`src/rtl/pipe_stage_reg.sv`:
```
// Pipeline-stage register with a main slot, a skid slot, a synchronous flush and a saturating squash counter.
// Latency one cycle; ready_out is registered (skid empty), so a stall never reaches upstream combinationally.
module pipe_stage_reg #(
  parameter int CTRL_W         = 12,
  parameter int DATA_W         = 64,
  parameter int CNT_W          = 8,
  parameter bit CLEAR_ON_FLUSH = 1'b0
) (
  input  logic              clk,
  input  logic              rst,
  input  logic              flush,
  input  logic              valid_in,
  output logic              ready_out,
  input  logic [CTRL_W-1:0] ctrl_in,
  input  logic [DATA_W-1:0] data_in,
  output logic              valid_out,
  input  logic              ready_in,
  output logic [CTRL_W-1:0] ctrl_out,
  output logic [DATA_W-1:0] data_out,
  output logic [1:0]        occupancy,
  output logic [CNT_W-1:0]  squash_cnt
);

  localparam logic [CNT_W-1:0] CNT_MAX = '1;

  logic              main_vld;
  logic              skid_vld;
  logic [CTRL_W-1:0] main_ctrl;
  logic [CTRL_W-1:0] skid_ctrl;
  logic [DATA_W-1:0] main_data;
  logic [DATA_W-1:0] skid_data;

  logic              accept;
  logic              emit;
  logic [1:0]        squash_inc;
  logic [CNT_W+1:0]  squash_sum;

  assign ready_out = ~skid_vld;
  assign valid_out = main_vld;
  assign ctrl_out  = main_vld ? main_ctrl : '0;
  assign data_out  = main_data;
  assign occupancy = {1'b0, main_vld} + {1'b0, skid_vld};

  assign accept = valid_in & ~skid_vld;
  assign emit   = main_vld & ready_in;

  // An emit that coincides with flush still reaches the consumer, so it is not a squash.
  assign squash_inc = {1'b0, main_vld & ~ready_in} + {1'b0, skid_vld} + {1'b0, accept};
  assign squash_sum = (CNT_W+2)'(squash_cnt) + (CNT_W+2)'(squash_inc);

  always_ff @(posedge clk or posedge rst) begin
    if (rst) begin
      main_vld   <= 1'b0;
      skid_vld   <= 1'b0;
      main_ctrl  <= '0;
      skid_ctrl  <= '0;
      main_data  <= '0;
      skid_data  <= '0;
      squash_cnt <= '0;
    end else if (flush) begin
      main_vld  <= 1'b0;
      skid_vld  <= 1'b0;
      main_ctrl <= '0;
      skid_ctrl <= '0;
      if (CLEAR_ON_FLUSH) begin
        main_data <= '0;
        skid_data <= '0;
      end
      if (squash_sum > (CNT_W+2)'(CNT_MAX)) begin
        squash_cnt <= CNT_MAX;
      end else begin
        squash_cnt <= squash_sum[CNT_W-1:0];
      end
    end else if (skid_vld) begin
      // ready_out is low here, so the only possible move is skid to main.
      if (emit) begin
        main_ctrl <= skid_ctrl;
        main_data <= skid_data;
        skid_vld  <= 1'b0;
      end
    end else if (!main_vld || emit) begin
      main_vld <= accept;
      if (accept) begin
        main_ctrl <= ctrl_in;
        main_data <= data_in;
      end
    end else if (accept) begin
      skid_vld  <= 1'b1;
      skid_ctrl <= ctrl_in;
      skid_data <= data_in;
    end
  end

endmodule

```
`config.mk`:
```
export PLATFORM = sky130hd
export DESIGN_NAME = pipe_stage_reg
export DESIGN_NICKNAME = d
export VERILOG_FILES = /design/src/rtl/pipe_stage_reg.sv
export SDC_FILE = /design/constraint.sdc
export NUM_CORES = 1
export LEC_CHECK = 0
export ABC_AREA = 0
export CORE_AREA = 10 10 157 159
export DETAILED_ROUTE_END_ITERATION = 8
export DIE_AREA = 0 0 167 169
export GPL_TIMING_DRIVEN = 0
export PLACE_DENSITY = 0.66
export REMOVE_ABC_BUFFERS = 1
export SKIP_CTS_REPAIR_TIMING = 1
export SYNTH_ARGS = -nofsm -noshare
export SYNTH_HDL_FRONTEND = slang
export SYNTH_SLANG_ARGS = --single-unit
export TNS_END_PERCENT = 1
```
`constraint.sdc`:
```
create_clock -name clk -period 6.9 [get_ports clk]
set_clock_uncertainty 0.05 [all_clocks]
set_input_delay 1.725 -clock clk [delete_from_list [all_inputs] [get_ports clk]]
set_output_delay 1.725 -clock clk [all_outputs]
set_load 0.1 [all_outputs]
```
=== After elaboration in Yosys (flattened, before gate mapping) ===
Index checks and enable logic that the tools add are counted.

* Bits in registers: 162
* Output and inout bits: 88

* Equal/unequal tests: 4
* Bitwise gates (word level): 7
* Muxes and demuxes: 22
* Reductions and logical operators: 13
* Order comparisons: 1
* Add/subtract/negate cells: 4

{| class="wikitable"
|+ Operators by type and width
! kind !! number
|-
| $mux 64 || 4
|-
| $mux 12 || 9
|-
| $add 8x2->9 || 1
|-
| $gt 9x8->1 const B || 1
|-
| $mux 1 || 8
|-
| $mux 8 || 1
|-
| $reduce_and 4->1 || 2
|-
| $reduce_bool 2->1 || 4
|-
| $reduce_and 3->1 || 2
|-
| $reduce_bool 3->1 || 2
|-
| $add 1x1->2 || 2
|-
| $ne 2x2->1 const B || 2
|-
| $not 1->1 || 4
|-
| $and 1x1->1 || 3
|-
| $ne 3x2->1 const B || 1
|-
| $add 2x1->2 || 1
|-
| $ne 2x1->1 const B || 1
|-
| $reduce_and 2->1 || 1
|-
| $logic_not 1->1 || 1
|-
| $logic_or 1x1->1 || 1
|}

=== Depth between registers and ports, before layout ===
Gate-level depths: netlist of run 1.

* Word-level depth: 7
* Depth in mapped cells: 12
* Depth with buffers taken out: 10

=== Least setup slack after synthesis of run 1 ===
Ideal clock, no wire load.

* Path kind: input to register
* Start: input ready_in
* End: register squash_cnt[6]
* Cell stages on the path: 10
* Data arrival time: 3.769 ns
* Path buffers: 0
* Setup time: 0.126 ns
* Slack: 2.955 ns
* Path through: and2b_1 > inv_1 > fa_1 > inv_1 > ha_1 > inv_1 > fa_1 > and3b_1 > nand3_1 > mux2_2

* Longest elaborated chain between the ends: 7

{| class="wikitable"
|+ RTL lines
! item !! RTL line !! source
|-
| start: declaration || 17 || <nowiki>input logic ready_in,</nowiki>
|-
| $not 1->1 * || 48 || <nowiki>assign squash_inc = {1'b0, main_vld & ~ready_in} + {1'b0, skid_vld} + {1'b0, accept};</nowiki>
|-
| $and 1x1->1 * || 48 ||
|-
| $add 1x1->2 * || 48 ||
|-
| $add 2x1->2 * || 48 ||
|-
| $add 8x2->9 * || 49 || <nowiki>assign squash_sum = (CNT_W+2)'(squash_cnt) + (CNT_W+2)'(squash_inc);</nowiki>
|-
| $gt 9x8->1 || 69 || <nowiki>if (squash_sum > (CNT_W+2)'(CNT_MAX)) begin</nowiki>
|-
| $mux 8 * || 69 ||
|-
| end signal: assignment || 72 || <nowiki>squash_cnt <= squash_sum[CNT_W-1:0];</nowiki>
|-
| end: declaration || 21 || <nowiki>output logic [CNT_W-1:0] squash_cnt</nowiki>
|}

Mark *: on every way between the ends. The rest lies on a longest branch, timed or not.
A chain may end at the register's enable or synchronous reset.

=== Final worst setup path of run 1 ===
* Start: register skid_vld
* End: output occupancy[1]

* Longest elaborated chain between the ends: 1

{| class="wikitable"
|+ RTL lines
! item !! RTL line !! source
|-
| start: declaration || 27 || <nowiki>logic skid_vld;</nowiki>
|-
| start signal: assignment || 54 || <nowiki>skid_vld <= 1'b0;</nowiki>
|-
| start signal: assignment || 62 || <nowiki>skid_vld <= 1'b0;</nowiki>
|-
| start signal: assignment || 79 || <nowiki>skid_vld <= 1'b0;</nowiki>
|-
| $add 1x1->2 || 42 || <nowiki>assign occupancy = {1'b0, main_vld} + {1'b0, skid_vld};</nowiki>
|-
| end: declaration || 20 || <nowiki>output logic [1:0] occupancy,</nowiki>
|}

No other way between the ends.

==> impl_metrics.toml, run 1 <==
[synth]
synth_seq_area_share_pct = 54.48
synth_top_area_share_pct = 54.48
synth-async-reset-ratio_pct = 100.0
synth-xor-area-share_pct = 0
synth_top_family_by_area = "multiplexers"
ys.flop_type = "dfrtp_1"
yosys_warnings = 0
syn_avg_cell_area_um2 = 15.12
synth_top_area_cell = "dfrtp_1"
synth_cell_types = 32
synthAdderAreaFrac_pct = 1.043
synthSimpleGateAreaFrac_pct = 2.976
syn_inst = 492
synth-seq-cells = 162
synth.mux.area_fraction_pct = 34.20
synth_area_um2 = 7441
synth-edff-count = 0
synth_compound_area_share_pct = 3.985
synth_area_leaders = "dfrtp_1 (54%), mux2_2 (20%), mux2_4 (12%)"

[cts]
clockBufferDepth = 2
root_buffer = "clkbuf_16"
cts.sinks = 162
clk_pin_slew_ps = 70
cts-buffers-inserted = 17
htree_levels = 4
worstSkewPairLatency_ps = 410
tritoncts = "done"

[place]
gp_congestion = 0.7565
post-place-cells = 922
hpwl_um = 12540
portBuffers = 168

[floorplan]
die_h_um = 169
die_x_um = 167
rows = 54
core_um2 = 21550
io_pins = 169
start_util_pct = 34.52
dieArea_um2 = 28220

[worst_setup_path]
arrival_ps = 2900
critical_path_class = "flip-flop to output port"
path_max_fanout = 44
crit_family = "buffers and inverters"
endpoint_kind = "output port"
reg2reg_setup_slack_ps = 3620
worst-path-stages = 3
rr_worst_depth = 10
path_buf_inv = 2
crit_path_end = "occupancy[1]"
cp.required_ps = 5120
r2r-end = "squash_cnt[6]"
worst_r2r_startpoint = "skid_vld"
critPathMaxStageDelay_ps = 1130
setup.worst_path.start_class = "flip-flop"
startpoint = "skid_vld"
worst_path_max_delay_cell = "clkdlybuf4s50_1"
path_cells = "buf_16, ha_1, clkdlybuf4s50_1"

[finish]
drive_gt1_share_pct = 35.76
layout_commonest_cell = "clkdlybuf4s50_1"
fin_nets = 747
multi_input_area_um2 = 3153
fillers = 1881
area_delta_synth_final_pct = 36.03
seq_area_um2 = 4058
n_antenna_cell = 0
fin_cells = 954
layout_common_cells = "clkdlybuf4s50_1 (168), dfrtp_1 (161), mux2_2 (134)"

[power_and_ir_drop]
total_power_mw = 3.780
powerDensity_nw_per_um2 = 373.4
leakagePower_nw = 4.290
ir_worst_vdd_mv = 0.2193

[global_route]
grt_usage_pct = 12.64
antenna_found_initial = 0
grt_max_degree = 91
grt_overflow = 0
grt_pass1_vias = 5259
grt_pass1_wl_um = 29300

[route]
wire_per_inst_um = 18.78
vias_per_cell = 4.840
ant_nets = 0
vias = 4617
drtPass1Iterations = 4
drt_iter0_drc = 182
drc = 0
drt_wl_total_um = 17920

[timing]
slew_headroom_pct = 21.68
slew_viol_final = 0
rsz0062_at_grt = "false"
tightest_slew_ps = 1175
setup_viol = 0
timing.fmax_mhz = 214.0
hold_viol = 0
finalCritPeriodShare_pct = 67.73
hold_ws_ps = 433.1
period_minus_slack_ps = 4673

[job]
maxCapViolations = 0

[min_path]
hold_class = "flip-flop to flip-flop"
hold_depth = 1

[outcome]
status = "completed"
## layout make-up
| cell class | count | share of cell area [%] |
|---|---|---|
| clock buffers | 19 | 4.376 |
| clock inverters | 13 | 1.261 |
| inverters | 13 | 0.5562 |
| multi-input cells | 288 | 31.15 |
| flip-flops and latches | 162 | 40.09 |
| well taps | 280 | 3.461 |
| repair buffers | 179 | 19.11 |
## through the flow
stage | utilization [%] | area, µm² | setup slack [ps] | TNS, ps
after detailed placement | 44.32 | 9552 | 2258 | 0
after global routing | 46.96 | 10120 | 2105 | 0
after floorplan | - | 7243 | -114.8 | -3701
after global placement | 43.03 | 9275 | -3045 | -479570
after CTS | 46.96 | 10120 | 2161 | 0
final | 46.96 | 10120 | 2227 | 0
## worst min path at each step
stage / from / endpoint / slack [ps]
3_5_place_dp: main_ctrl[0] / main_ctrl[0] / 420
5_1_grt: main_ctrl[4] / main_ctrl[4] / 460
6_report: main_ctrl[3] / main_ctrl[3] / 430
4_1_cts: main_ctrl[3] / main_ctrl[3] / 440
3_3_place_gp: main_ctrl[0] / main_ctrl[0] / 410
2_1_floorplan: main_ctrl[2] / main_ctrl[2] / 400
## power breakdown
group	total, mW	internal, mW	switching (mW)
combinational	1.55	0.498	1.06
sequential	1.31	1.17	0.141
clock	0.916	0.513	0.403
total	3.78	2.18	1.60
## kinds of logic (layout without fill, tap and decap cells)
group                    after synthesis  count (layout)
AND/OR/NAND/NOR                       36              36
flip-flops                           162             162
adder cells (fa/ha/maj)                5               5
buffers and inverters                 42             224
AO/OA/AOI/OAI                         40              40
multiplexers                         207             207
## cells in the mapped netlist, drive strengths merged (3+ instances only)
cell and number:
mux2 195, dfrtp 162, buf 19, and2 13, inv 13, a22o 12
mux2i 12, o2bb2ai 12, clkbuf 10, a21oi 8, nand3 4, o21ai 4
a31oi 3, ha 3, nand2 3
## flip-flops by register name (all words and copies together), names as in the netlist
register and cells:
skid_vld 1, valid_out 1, main_ctrl 12, skid_data 64
data_out 64, skid_ctrl 12, squash_cnt 8
## routing by layer
metal	track usage [%]	vias up	wire length (µm)
li1	-	2120	-
met5	0	-	0
met2	20.59	110	8608
met1	15.16	2377	7751
met3	5.581	10	1397
met4	2.635	0	156
No activity file was read; power rests on OpenSTA's default activity.
==> run 2: changes to the inputs <==
Settings changed: PLACE_DENSITY 0.66 to 0.68.
Clock period 6.9 ns to 4 ns, I/O delays scaled along.
==> run 2 against run 1 <==
  * Hold slack improved by 6.8 ps
  * Cell count did not move
  * Non-clock buffer count up 1
  * Wire length up 2.3%
  * First-iteration DRC count is 17% higher
  * Cell area down 0.21%
  * Clock-buffer cell count shrank 2
  * Flip-flop and latch count stayed put
  * Sequential share of layout area grew 0.085 points
  * Core utilization down 0.099 points
==> impl_metrics.toml, run 2 (synthesized netlist as in run 1, its figures left out) <==
[timing]
tightest_slew_ps = 1147
slew_headroom_pct = 23.53
setup_slack_ps = 256.9
setup_viol = 0
timing.fmax_mhz = 267.2
hold_viol = 0
slew_viol_final = 0
finalCritPeriodShare_pct = 93.58
hold_ws_ps = 439.9
rsz0062_at_grt = "false"
period_minus_slack_ps = 3743

[worst_setup_path]
critPathMaxStageDelay_ps = 1140
path_max_fanout = 48
arrival_ps = 2690
path_buf_inv = 3
cp.required_ps = 2950
worst_path_max_delay_cell = "clkdlybuf4s50_1"
endpoint_kind = "output port"
crit_family = "buffers and inverters"
critical_path_class = "flip-flop to output port"
path_cells = "buf_16, inv_1, clkdlybuf4s50_1"
setup.worst_path.start_class = "flip-flop"

[floorplan]
die_h_um = 169
io_pins = 169
core_um2 = 21550
rows = 54
die_x_um = 167
dieArea_um2 = 28220
start_util_pct = 34.52

[power_and_ir_drop]
internal-power_mw = 3.748
leakagePower_nw = 4.322
swShare_pct = 42.61
pwr-share-seq_pct = 34.6
p_sw_mw = 2.783
pwr-share-comb_pct = 41.0
clkPwrFrac_pct = 24.4
powerDensity_nw_per_um2 = 646.5
ir_worst_vdd_mv = 0.3844

[place]
hpwl_um = 12970
pre_cts_ws_ps = 69.43
gp_congestion = 0.7931
portBuffers = 168

[finish]
layout_commonest_cell = "clkdlybuf4s50_1"
layout_common_cells = "clkdlybuf4s50_1 (166), dfrtp_1 (161), mux2_2 (134)"
n_antenna_cell = 0
seq_area_um2 = 4058
drive_gt1_share_pct = 35.91
fin_nets = 748
area_delta_synth_final_pct = 35.75
fillers = 1880
multi_input_area_um2 = 3153

[cts]
clockBufferDepth = 2
cts.sinks = 162
cts-buffers-inserted = 17
clk_pin_slew_ps = 70
worstSkewPairLatency_ps = 410
tritoncts = "done"
root_buffer = "clkbuf_16"
htree_levels = 4

[global_route]
grt_pass1_vias = 5384
antenna_found_initial = 0
grt_pass1_wl_um = 29820
grt_overflow = 0
grt_max_degree = 83
grt_usage_pct = 12.94

[min_path]
hold_class = "flip-flop to flip-flop"

[route]
vias_per_cell = 4.827
wire_per_inst_um = 19.22
drc = 0
drt_wl_total_um = 18340
vias = 4605
drt_iter0_drc = 213
ant_nets = 0
drtPass1Iterations = 4

[outcome]
status = "completed"

[job]
maxCapViolations = 0
[run 2: cell count changes in the layout (fill, tap and decap cells not counted), moves of 2 or more]
cell	delta
buf_8	+4
buf_16	-3
inv_6	+3
clkdlybuf4s50_1	-2
clkinvlp_4	-2
dlymetal6s2s_1	+2
[run 2: final timing paths]
check                                end  cells past startpoint  slack [ps]          from
min reg2reg                 main_ctrl[5]                      1         440  main_ctrl[5]
max in group asynchronous  skid_data[35]                      3        1980           rst
max reg2reg                squash_cnt[6]                     10         710      skid_vld
max                            ready_out                      3         260      skid_vld
min                         main_ctrl[5]                      1         440  main_ctrl[5]
min in group asynchronous  skid_data[54]                      2        1050           rst
[run 2: power groups by stage]
stage	combinational, mW	clock [mW]	sequential [mW]
after floorplan	0.696	0	3.59
after global placement	2.66	0	2.26
after detailed placement	2.70	0	2.28
after CTS	2.71	1.65	2.26
after global routing	2.79	1.72	2.32
final	2.68	1.59	2.26
[run 2: layout make-up]
class / instances / area share [%]
clock inverter: 14 / 1.425
tap: 280 / 3.468
sequential: 162 / 40.17
inverter: 13 / 0.5326
multi-input combinational: 288 / 31.22
clock buffer: 17 / 4.212
timing repair buffer: 180 / 18.98
[run 2: metrics by stage]
step	util [%]	area (µm²)	power (mW)	cells	setup TNS [ps]
CTS	46.84	10100	6.618	954	-23.21
detailed placement	44.20	9527	4.984	923	0
floorplan	-	7243	4.281	463	-526390
global placement	43.03	9275	4.921	911	-1269930
global route	46.87	10100	6.830	954	0
finish	46.87	10100	6.530	954	0
[run 2: routing by layer]
metal | wire length (µm) | part of all wire [%] | vias up | track usage, %
li1 | - | - | 2105 | -
met1 | 7538 | 41 | 2379 | 14.66
met2 | 9425 | 51 | 112 | 22.45
met3 | 1237 | 6.7 | 9 | 5.002
met4 | 133 | 0.73 | 0 | 3.093
met5 | 0 | 0 | - | 0
==> run 3: changes to the inputs <==
Settings changed: PLACE_DENSITY 0.68 to 0.66.
Clock period 4 ns to 4.2 ns, I/O delays scaled along.
==> results of run 3 <==
The final DEF is identical to that of run 1. Status: completed.
Among the figures that moved: setup slack after placement 2258 ps -> 233.0 ps; setup slack after layout 2227 ps -> 202.0 ps; register-to-register setup slack 3620 ps -> 920 ps; total power 3.780 mW -> 6.209 mW; worst IR drop on VDD 0.2193 mV -> 0.3603 mV
